## config.mk

```make
export PLATFORM = sky130hd
export DESIGN_NAME = seven_segment_mux
export DESIGN_NICKNAME = d
export VERILOG_FILES = /design/src/rtl/seven_segment_pkg.sv /design/src/rtl/seven_segment_decoder.sv /design/src/rtl/seven_segment_mux.sv
export SDC_FILE = /design/constraint.sdc
export NUM_CORES = 1
export LEC_CHECK = 0
export BUFFER_PORTS_ARGS = -buffer_cell sky130_fd_sc_hd__buf_2
export CAP_MARGIN = 20
export CORE_MARGIN = 8
export CORE_UTILIZATION = 52
export DETAILED_ROUTE_END_ITERATION = 16
export GPL_TIMING_DRIVEN = 0
export PLACE_DENSITY = 0.76
export SYNTH_ARGS = -nofsm -noshare
export SYNTH_HDL_FRONTEND = slang
export SYNTH_HIERARCHICAL = 1
export SYNTH_SLANG_ARGS = --single-unit
```

## constraint.sdc

```tcl
create_clock -name clk -period 2 [get_ports clk]
set_input_delay 0 -clock clk [delete_from_list [all_inputs] [get_ports clk]]
set_output_delay 0 -clock clk [all_outputs]
set_load 0.005 [all_outputs]
```

## src/rtl/seven_segment_pkg.sv

```systemverilog
// -----------------------------------------------------------------------------
// seven_segment_pkg
// Shared constants and helpers for the seven-segment display path.
//   SEG_0..SEG_9 : active-high segment patterns, bit order {g,f,e,d,c,b,a}
//   SEG_OFF      : all segments dark
//   bcd_to_seg() : BCD digit to active-high pattern; codes 10-15 give SEG_OFF
// -----------------------------------------------------------------------------
package seven_segment_pkg;

    localparam logic [6:0] SEG_0   = 7'b0111111;
    localparam logic [6:0] SEG_1   = 7'b0000110;
    localparam logic [6:0] SEG_2   = 7'b1011011;
    localparam logic [6:0] SEG_3   = 7'b1001111;
    localparam logic [6:0] SEG_4   = 7'b1100110;
    localparam logic [6:0] SEG_5   = 7'b1101101;
    localparam logic [6:0] SEG_6   = 7'b1111101;
    localparam logic [6:0] SEG_7   = 7'b0000111;
    localparam logic [6:0] SEG_8   = 7'b1111111;
    localparam logic [6:0] SEG_9   = 7'b1100111;
    localparam logic [6:0] SEG_OFF = 7'b0000000;

    function automatic logic [6:0] bcd_to_seg(input logic [3:0] bcd);
        logic [6:0] seg;
        case (bcd)
            4'd0:    seg = SEG_0;
            4'd1:    seg = SEG_1;
            4'd2:    seg = SEG_2;
            4'd3:    seg = SEG_3;
            4'd4:    seg = SEG_4;
            4'd5:    seg = SEG_5;
            4'd6:    seg = SEG_6;
            4'd7:    seg = SEG_7;
            4'd8:    seg = SEG_8;
            4'd9:    seg = SEG_9;
            default: seg = SEG_OFF;
        endcase
        return seg;
    endfunction

endpackage

```

## src/rtl/seven_segment_decoder.sv

```systemverilog
// -----------------------------------------------------------------------------
// seven_segment_decoder
// Combinational BCD to seven-segment decode, always active-high; the top
// applies the board polarity.
//   bcd : input BCD digit (10-15 decode to all segments off)
//   seg : segment pattern {g,f,e,d,c,b,a}
// -----------------------------------------------------------------------------
module seven_segment_decoder
    import seven_segment_pkg::*;
(
    input  logic [3:0] bcd,
    output logic [6:0] seg
);

    // Table lookup shared with the package helper.
    always_comb begin
        seg = bcd_to_seg(bcd);
    end

endmodule

```

## src/rtl/seven_segment_mux.sv

```systemverilog
// -----------------------------------------------------------------------------
// seven_segment_mux
// Time-multiplexed N-digit seven-segment driver. A loaded count is held in a
// shadow register and copied to the display buffer only at a frame boundary
// (last slot's terminal count), so one scan never mixes two values.
//   clk        : system clock
//   reset_n    : asynchronous active-low reset
//   load       : capture counts/dp_in on this edge
//   counts     : packed BCD, [3:0] = digit 0 (units)
//   dp_in      : decimal point per digit
//   segments   : {g,f,e,d,c,b,a} of the scanned digit, registered
//   dp         : decimal point of the scanned digit, registered
//   digit_en   : one-hot digit select, registered
//   frame_sync : one-cycle pulse after the display buffer updates
// -----------------------------------------------------------------------------
module seven_segment_mux
    import seven_segment_pkg::*;
#(
    parameter int NUM_DIGITS     = 4,
    parameter int REFRESH_DIV    = 1000,
    parameter int BLANK_CYCLES   = 1,
    parameter int BLANK_LEADING  = 1,
    parameter int SEG_ACTIVE_LOW = 0,
    parameter int DIG_ACTIVE_LOW = 0
)(
    input  logic                    clk,
    input  logic                    reset_n,
    input  logic                    load,
    input  logic [4*NUM_DIGITS-1:0] counts,
    input  logic [NUM_DIGITS-1:0]   dp_in,
    output logic [6:0]              segments,
    output logic                    dp,
    output logic [NUM_DIGITS-1:0]   digit_en,
    output logic                    frame_sync
);

    localparam int PW = $clog2(REFRESH_DIV);
    localparam int IW = $clog2(NUM_DIGITS);
    localparam logic [PW-1:0] PRE_LAST  = PW'(REFRESH_DIV - 1);
    localparam logic [PW-1:0] BLANK_LIM = PW'(BLANK_CYCLES);
    localparam logic [IW-1:0] IDX_LAST  = IW'(NUM_DIGITS - 1);
    localparam logic          SEG_INV   = (SEG_ACTIVE_LOW != 0);
    localparam logic          DIG_INV   = (DIG_ACTIVE_LOW != 0);

    logic [PW-1:0]           prescaler_r;
    logic [IW-1:0]           index_r;
    logic                    tick_s;
    logic                    boundary_s;
    logic [4*NUM_DIGITS-1:0] shadow_counts_r;
    logic [NUM_DIGITS-1:0]   shadow_dp_r;
    logic                    pending_r;
    logic [4*NUM_DIGITS-1:0] disp_counts_r;
    logic [NUM_DIGITS-1:0]   disp_dp_r;
    logic                    frame_sync_r;
    logic [NUM_DIGITS-1:0]   lead_blank_s;
    logic                    run_zero_s;
    logic [3:0]              cur_bcd_s;
    logic                    cur_dp_s;
    logic [NUM_DIGITS-1:0]   dig_onehot_s;
    logic [6:0]              dec_seg_s;
    logic                    blank_win_s;
    logic [6:0]              seg_nxt_s;
    logic                    dp_nxt_s;
    logic [NUM_DIGITS-1:0]   en_nxt_s;
    logic [6:0]              segments_r;
    logic                    dp_r;
    logic [NUM_DIGITS-1:0]   digit_en_r;

    assign tick_s      = (prescaler_r == PRE_LAST);
    assign boundary_s  = tick_s && (index_r == IDX_LAST);
    assign blank_win_s = (prescaler_r < BLANK_LIM);
    assign cur_bcd_s   = disp_counts_r[{index_r, 2'b00} +: 4];
    assign cur_dp_s    = disp_dp_r[index_r];

    // Slot prescaler: counts 0..REFRESH_DIV-1 and wraps on the terminal count.
    always_ff @(posedge clk or negedge reset_n) begin
        if (!reset_n) begin
            prescaler_r <= '0;
        end else if (tick_s) begin
            prescaler_r <= '0;
        end else begin
            prescaler_r <= prescaler_r + PW'(1);
        end
    end

    // Scan index: advances once per slot, wrapping after the last digit.
    always_ff @(posedge clk or negedge reset_n) begin
        if (!reset_n) begin
            index_r <= '0;
        end else if (tick_s) begin
            index_r <= (index_r == IDX_LAST) ? '0 : index_r + IW'(1);
        end
    end

    // Shadow capture and frame-boundary transfer into the display buffer.
    // A load coinciding with the boundary bypasses the shadow so the newest
    // value is shown immediately rather than a stale one.
    always_ff @(posedge clk or negedge reset_n) begin
        if (!reset_n) begin
            shadow_counts_r <= '0;
            shadow_dp_r     <= '0;
            pending_r       <= 1'b0;
            disp_counts_r   <= '0;
            disp_dp_r       <= '0;
            frame_sync_r    <= 1'b0;
        end else begin
            frame_sync_r <= 1'b0;
            if (load) begin
                shadow_counts_r <= counts;
                shadow_dp_r     <= dp_in;
            end
            if (boundary_s) begin
                if (load) begin
                    disp_counts_r <= counts;
                    disp_dp_r     <= dp_in;
                    frame_sync_r  <= 1'b1;
                end else if (pending_r) begin
                    disp_counts_r <= shadow_counts_r;
                    disp_dp_r     <= shadow_dp_r;
                    frame_sync_r  <= 1'b1;
                end
                pending_r <= 1'b0;
            end else if (load) begin
                pending_r <= 1'b1;
            end
        end
    end

    // Leading-zero mask: digit i>0 blanks when it and every higher digit are zero.
    always_comb begin
        lead_blank_s = '0;
        run_zero_s   = 1'b1;
        for (int i = NUM_DIGITS - 1; i >= 1; i--) begin
            run_zero_s      = run_zero_s & (disp_counts_r[4*i +: 4] == 4'd0);
            lead_blank_s[i] = run_zero_s & (BLANK_LEADING != 0);
        end
    end

    // One-hot select for the digit being scanned.
    always_comb begin
        dig_onehot_s          = '0;
        dig_onehot_s[index_r] = 1'b1;
    end

    seven_segment_decoder u_decoder (
        .bcd (cur_bcd_s),
        .seg (dec_seg_s)
    );

    // Next output values in active-high form; the anti-ghost window darkens everything.
    always_comb begin
        seg_nxt_s = SEG_OFF;
        dp_nxt_s  = 1'b0;
        en_nxt_s  = '0;
        if (blank_win_s) begin
            seg_nxt_s = SEG_OFF;
            dp_nxt_s  = 1'b0;
            en_nxt_s  = '0;
        end else begin
            en_nxt_s = dig_onehot_s;
            dp_nxt_s = cur_dp_s;
            if (lead_blank_s[index_r]) begin
                seg_nxt_s = SEG_OFF;
            end else begin
                seg_nxt_s = dec_seg_s;
            end
        end
    end

    // Output registers with board polarity applied; reset drives everything inactive.
    always_ff @(posedge clk or negedge reset_n) begin
        if (!reset_n) begin
            segments_r <= {7{SEG_INV}};
            dp_r       <= SEG_INV;
            digit_en_r <= {NUM_DIGITS{DIG_INV}};
        end else begin
            segments_r <= seg_nxt_s ^ {7{SEG_INV}};
            dp_r       <= dp_nxt_s ^ SEG_INV;
            digit_en_r <= en_nxt_s ^ {NUM_DIGITS{DIG_INV}};
        end
    end

    assign segments   = segments_r;
    assign dp         = dp_r;
    assign digit_en   = digit_en_r;
    assign frame_sync = frame_sync_r;

endmodule
```

==> metrics.txt <==
outcome completed; DRC viols 0; # nets final 325; WHS ~250 ps; Worst-Margin Slew 728 ps; cell internal pwr roughly 0.002 W; Setup-failing EPs final 0; Hold Crit Class input port to async pin; clock skew around 9.8 ps; Synth Flop Type dfrtp_1; fraction of synthesized cell area in xor and xnor cells 0.0205; Max Cap Violations 0; DRT Pass-1 Iters 4; mux contribution to synthesized area 0.212; critical path cell sequence buf_6 > mux4_2 > buf_4 > ha_1 > o22ai_1 > and2_1; Max VDD drop 0.474 mV; Synth cell types 35; GR Util All Layers 0.146; mean area per synthesized cell between 10 and 15 um^2; share of layout cells above drive strength 1 0.373; cts bufs inserted 9; # diodes 0; Clock Pin Slew Worst Setup and Hold Paths approximately 80 ps; Slowest-stage cell, CP mux4_2; register area share after synthesis 0.552; DP Area 3280 um^2; headroom to the max-slew limit 0.514; Crit Path Class register to register; crit-path leading delay family multiplexers; synthesized net count approximately 250; CTS tree built; PnR Total Power about 0.0026 W; Worst EP arrival between 2000 and 2500 ps; met2 wire length approximately 2600 um; cells after synthesis 217; Placed Cells between 300 and 400; Antenna Nets Post-Route 0; Final Non-Filler Cells 367; Final Max Tran Viols 0; CP Max Fanout 9; Clk pwr share 0.408; Final Cycle Share 0.944; DR WL/cell around 15 um; Synth async-reset ratio 1.00; routed vias/inst 5.05; metal3 WL 326 um; largest net degree at the start of global routing 36; Synth area leaders dfrtp_1, mux2_4, mux2_2, ha_1, mux4_2; Worst Setup End Kind register; Storage cell area ~1700 um^2; clock tree buffer depth 2; cell taking the most area after synthesis dfrtp_1; sequential share of power 0.533; Synth top area share 0.552; DRT Wirelength about 5600 um; Finished Cell Area about 3700 um^2; clk sink count 66; Syn. warnings 6; multi-input logic area roughly 1300 um^2; Achievable Freq approximately 0.53 GHz; switch share 0.219; Post-DP HPWL ~3800 um; top-count cell post-synth dfrtp_1; fillers approximately 420; flops & latches, synth 66; Simple-Gate Fraction of Synth Area 0.0916; row cnt 27; Worst Path Required 2280 ps; EDFF count, synth 0; via count around 1.9k; DIE AREA ~8400 um^2; initial core utilization 0.540; post-synthesis compound-gate area fraction 0.0468; startpoint types register; P&R area growth vs syn 24.4%; routability cong. 0.790; most frequent cells after synthesis dfrtp_1, mux2_2, mux2_4; Crit path largest cell delay around 570 ps; M1 WL approximately 2600 um; NetSw about 0.00057 W; PortBufs 35; max layer used met4; R2R setup slack ~110 ps; final hold vios 0; CTS H-Tree Depth 3; initial antenna violation count 0; CP Buf/Inv Count 2; largest family of logic cells by synthesized area multiplexers; Logic pwr share 0.059; first-pass GRT wire length slightly below 10000 um; grt ovf 0; PD cells approximately 700 nW/um^2; Pleak 1.82 nW; CTS root buf clkbuf_8; # IOs 36; crit path time final 1890 ps; die width just over 90 um; core footprint approximately 5500 um^2; number of global-route vias before repair between 2k and 2.5k; Worst-Skew Late Latency roughly 340 ps; Synth Area in Adders 0.0502; die height slightly above 90 um; DR iter-0 viols 65; area of the mapped netlist between 2000 and 3000 um^2
==> through the flow <==
stage / worst slack (ps) / setup TNS [ps] / utilization
global placement: -29.9 / -29.9 / 0.588
floorplan: 106 / 0 / -
global route: -20.2 / -20.2 / 0.672
detailed placement: -75.3 / -178 / 0.591
finish: 113 / 0 / 0.672
CTS: 21.6 / 0 / 0.666
==> layout make-up <==
class                      instances  area share
multi-input combinational        134       0.338
inverter                          10      0.0101
timing repair buffer              63       0.122
buffer                             6      0.0121
clock inverter                     6      0.0155
clock buffer                      10      0.0343
tap                               72      0.0242
sequential                        66       0.444
==> layer usage <==
layer | global-route usage | up-vias
met4 | 0.0779 | 0
met1 | 0.182 | 897
met5 | 0 | -
met2 | 0.223 | 44
met3 | 0.0440 | 12
li1 | - | 900
==> flip-flops by register name, indices dropped and copies added (netlist names) <==
| signal | flops |
|---|---|
| pending_r | 1 |
| frame_sync | 1 |
| prescaler_r | 10 |
| disp_dp_r | 4 |
| index_r | 2 |
| segments | 7 |
| disp_counts_r | 16 |
| shadow_dp_r | 4 |
| digit_en | 4 |
| shadow_counts_r | 16 |
| dp | 1 |
==> kinds of logic after synthesis <==
logic type | count (synthesis)
AO/OA/AOI/OAI | 23
adder cells (fa/ha/maj) | 12
buffers and inverters | 17
multiplexers | 45
AND/OR/NAND/NOR | 47
XOR/XNOR | 7
flip-flops | 66
==> power by group through the flow <==
| stage | registers (W) | logic (W) | clock network [W] |
|---|---|---|---|
| 2_1_floorplan | 0.00141 | 0.0000581 | 0 |
| 3_3_place_gp | 0.00141 | 0.000114 | 0 |
| 3_5_place_dp | 0.00141 | 0.000123 | 0 |
| 4_1_cts | 0.00138 | 0.000156 | 0.00108 |
| 5_1_grt | 0.00139 | 0.000171 | 0.00116 |
| 6_report | 0.00138 | 0.000153 | 0.00106 |
==> path summary, 6_finish.rpt <==
kind | from | to | cells past startpoint
hold / removal | reset_n | prescaler_r[9] | 2
min in group clk | dp_in[2] | shadow_dp_r[2] | 3
max in group asynchronous | reset_n | disp_counts_r[12] | 3
setup / recovery | index_r[0] | segments[5] | 6
setup reg to reg | index_r[0] | segments[5] | 6
hold reg to reg | shadow_counts_r[15] | shadow_counts_r[15] | 1
==> timing repair <==
| item | in CTS | in global routing |
|---|---|---|
| endpoints found under the setup margin | 5 | 6 |
| buffers inserted | 1 | 4 |
| hold buffers | 22 | 0 |
| resized for setup | 1 | 3 |
| hold endpoints to repair | 52 | 0 |
==> cells in the final DEF (no fill, tap or decap), types with 3 or more instances in the layout <==
cell type	n
clkinv_2	4
nand2_1	6
mux2_4	19
buf_6	3
dfrtp_1	66
a21oi_1	7
mux4_2	5
dlygate4sd3_1	22
xnor2_1	4
clkbuf_1	4
xor2_1	3
o21ai_0	5
nand3_1	4
nor4_1	3
clkbuf_8	9
and2_1	12
inv_1	8
buf_4	5
nor2_1	11
ha_1	12
mux2_2	21
o22ai_1	4
buf_2	35
Power figures use the tool's default switching activity.
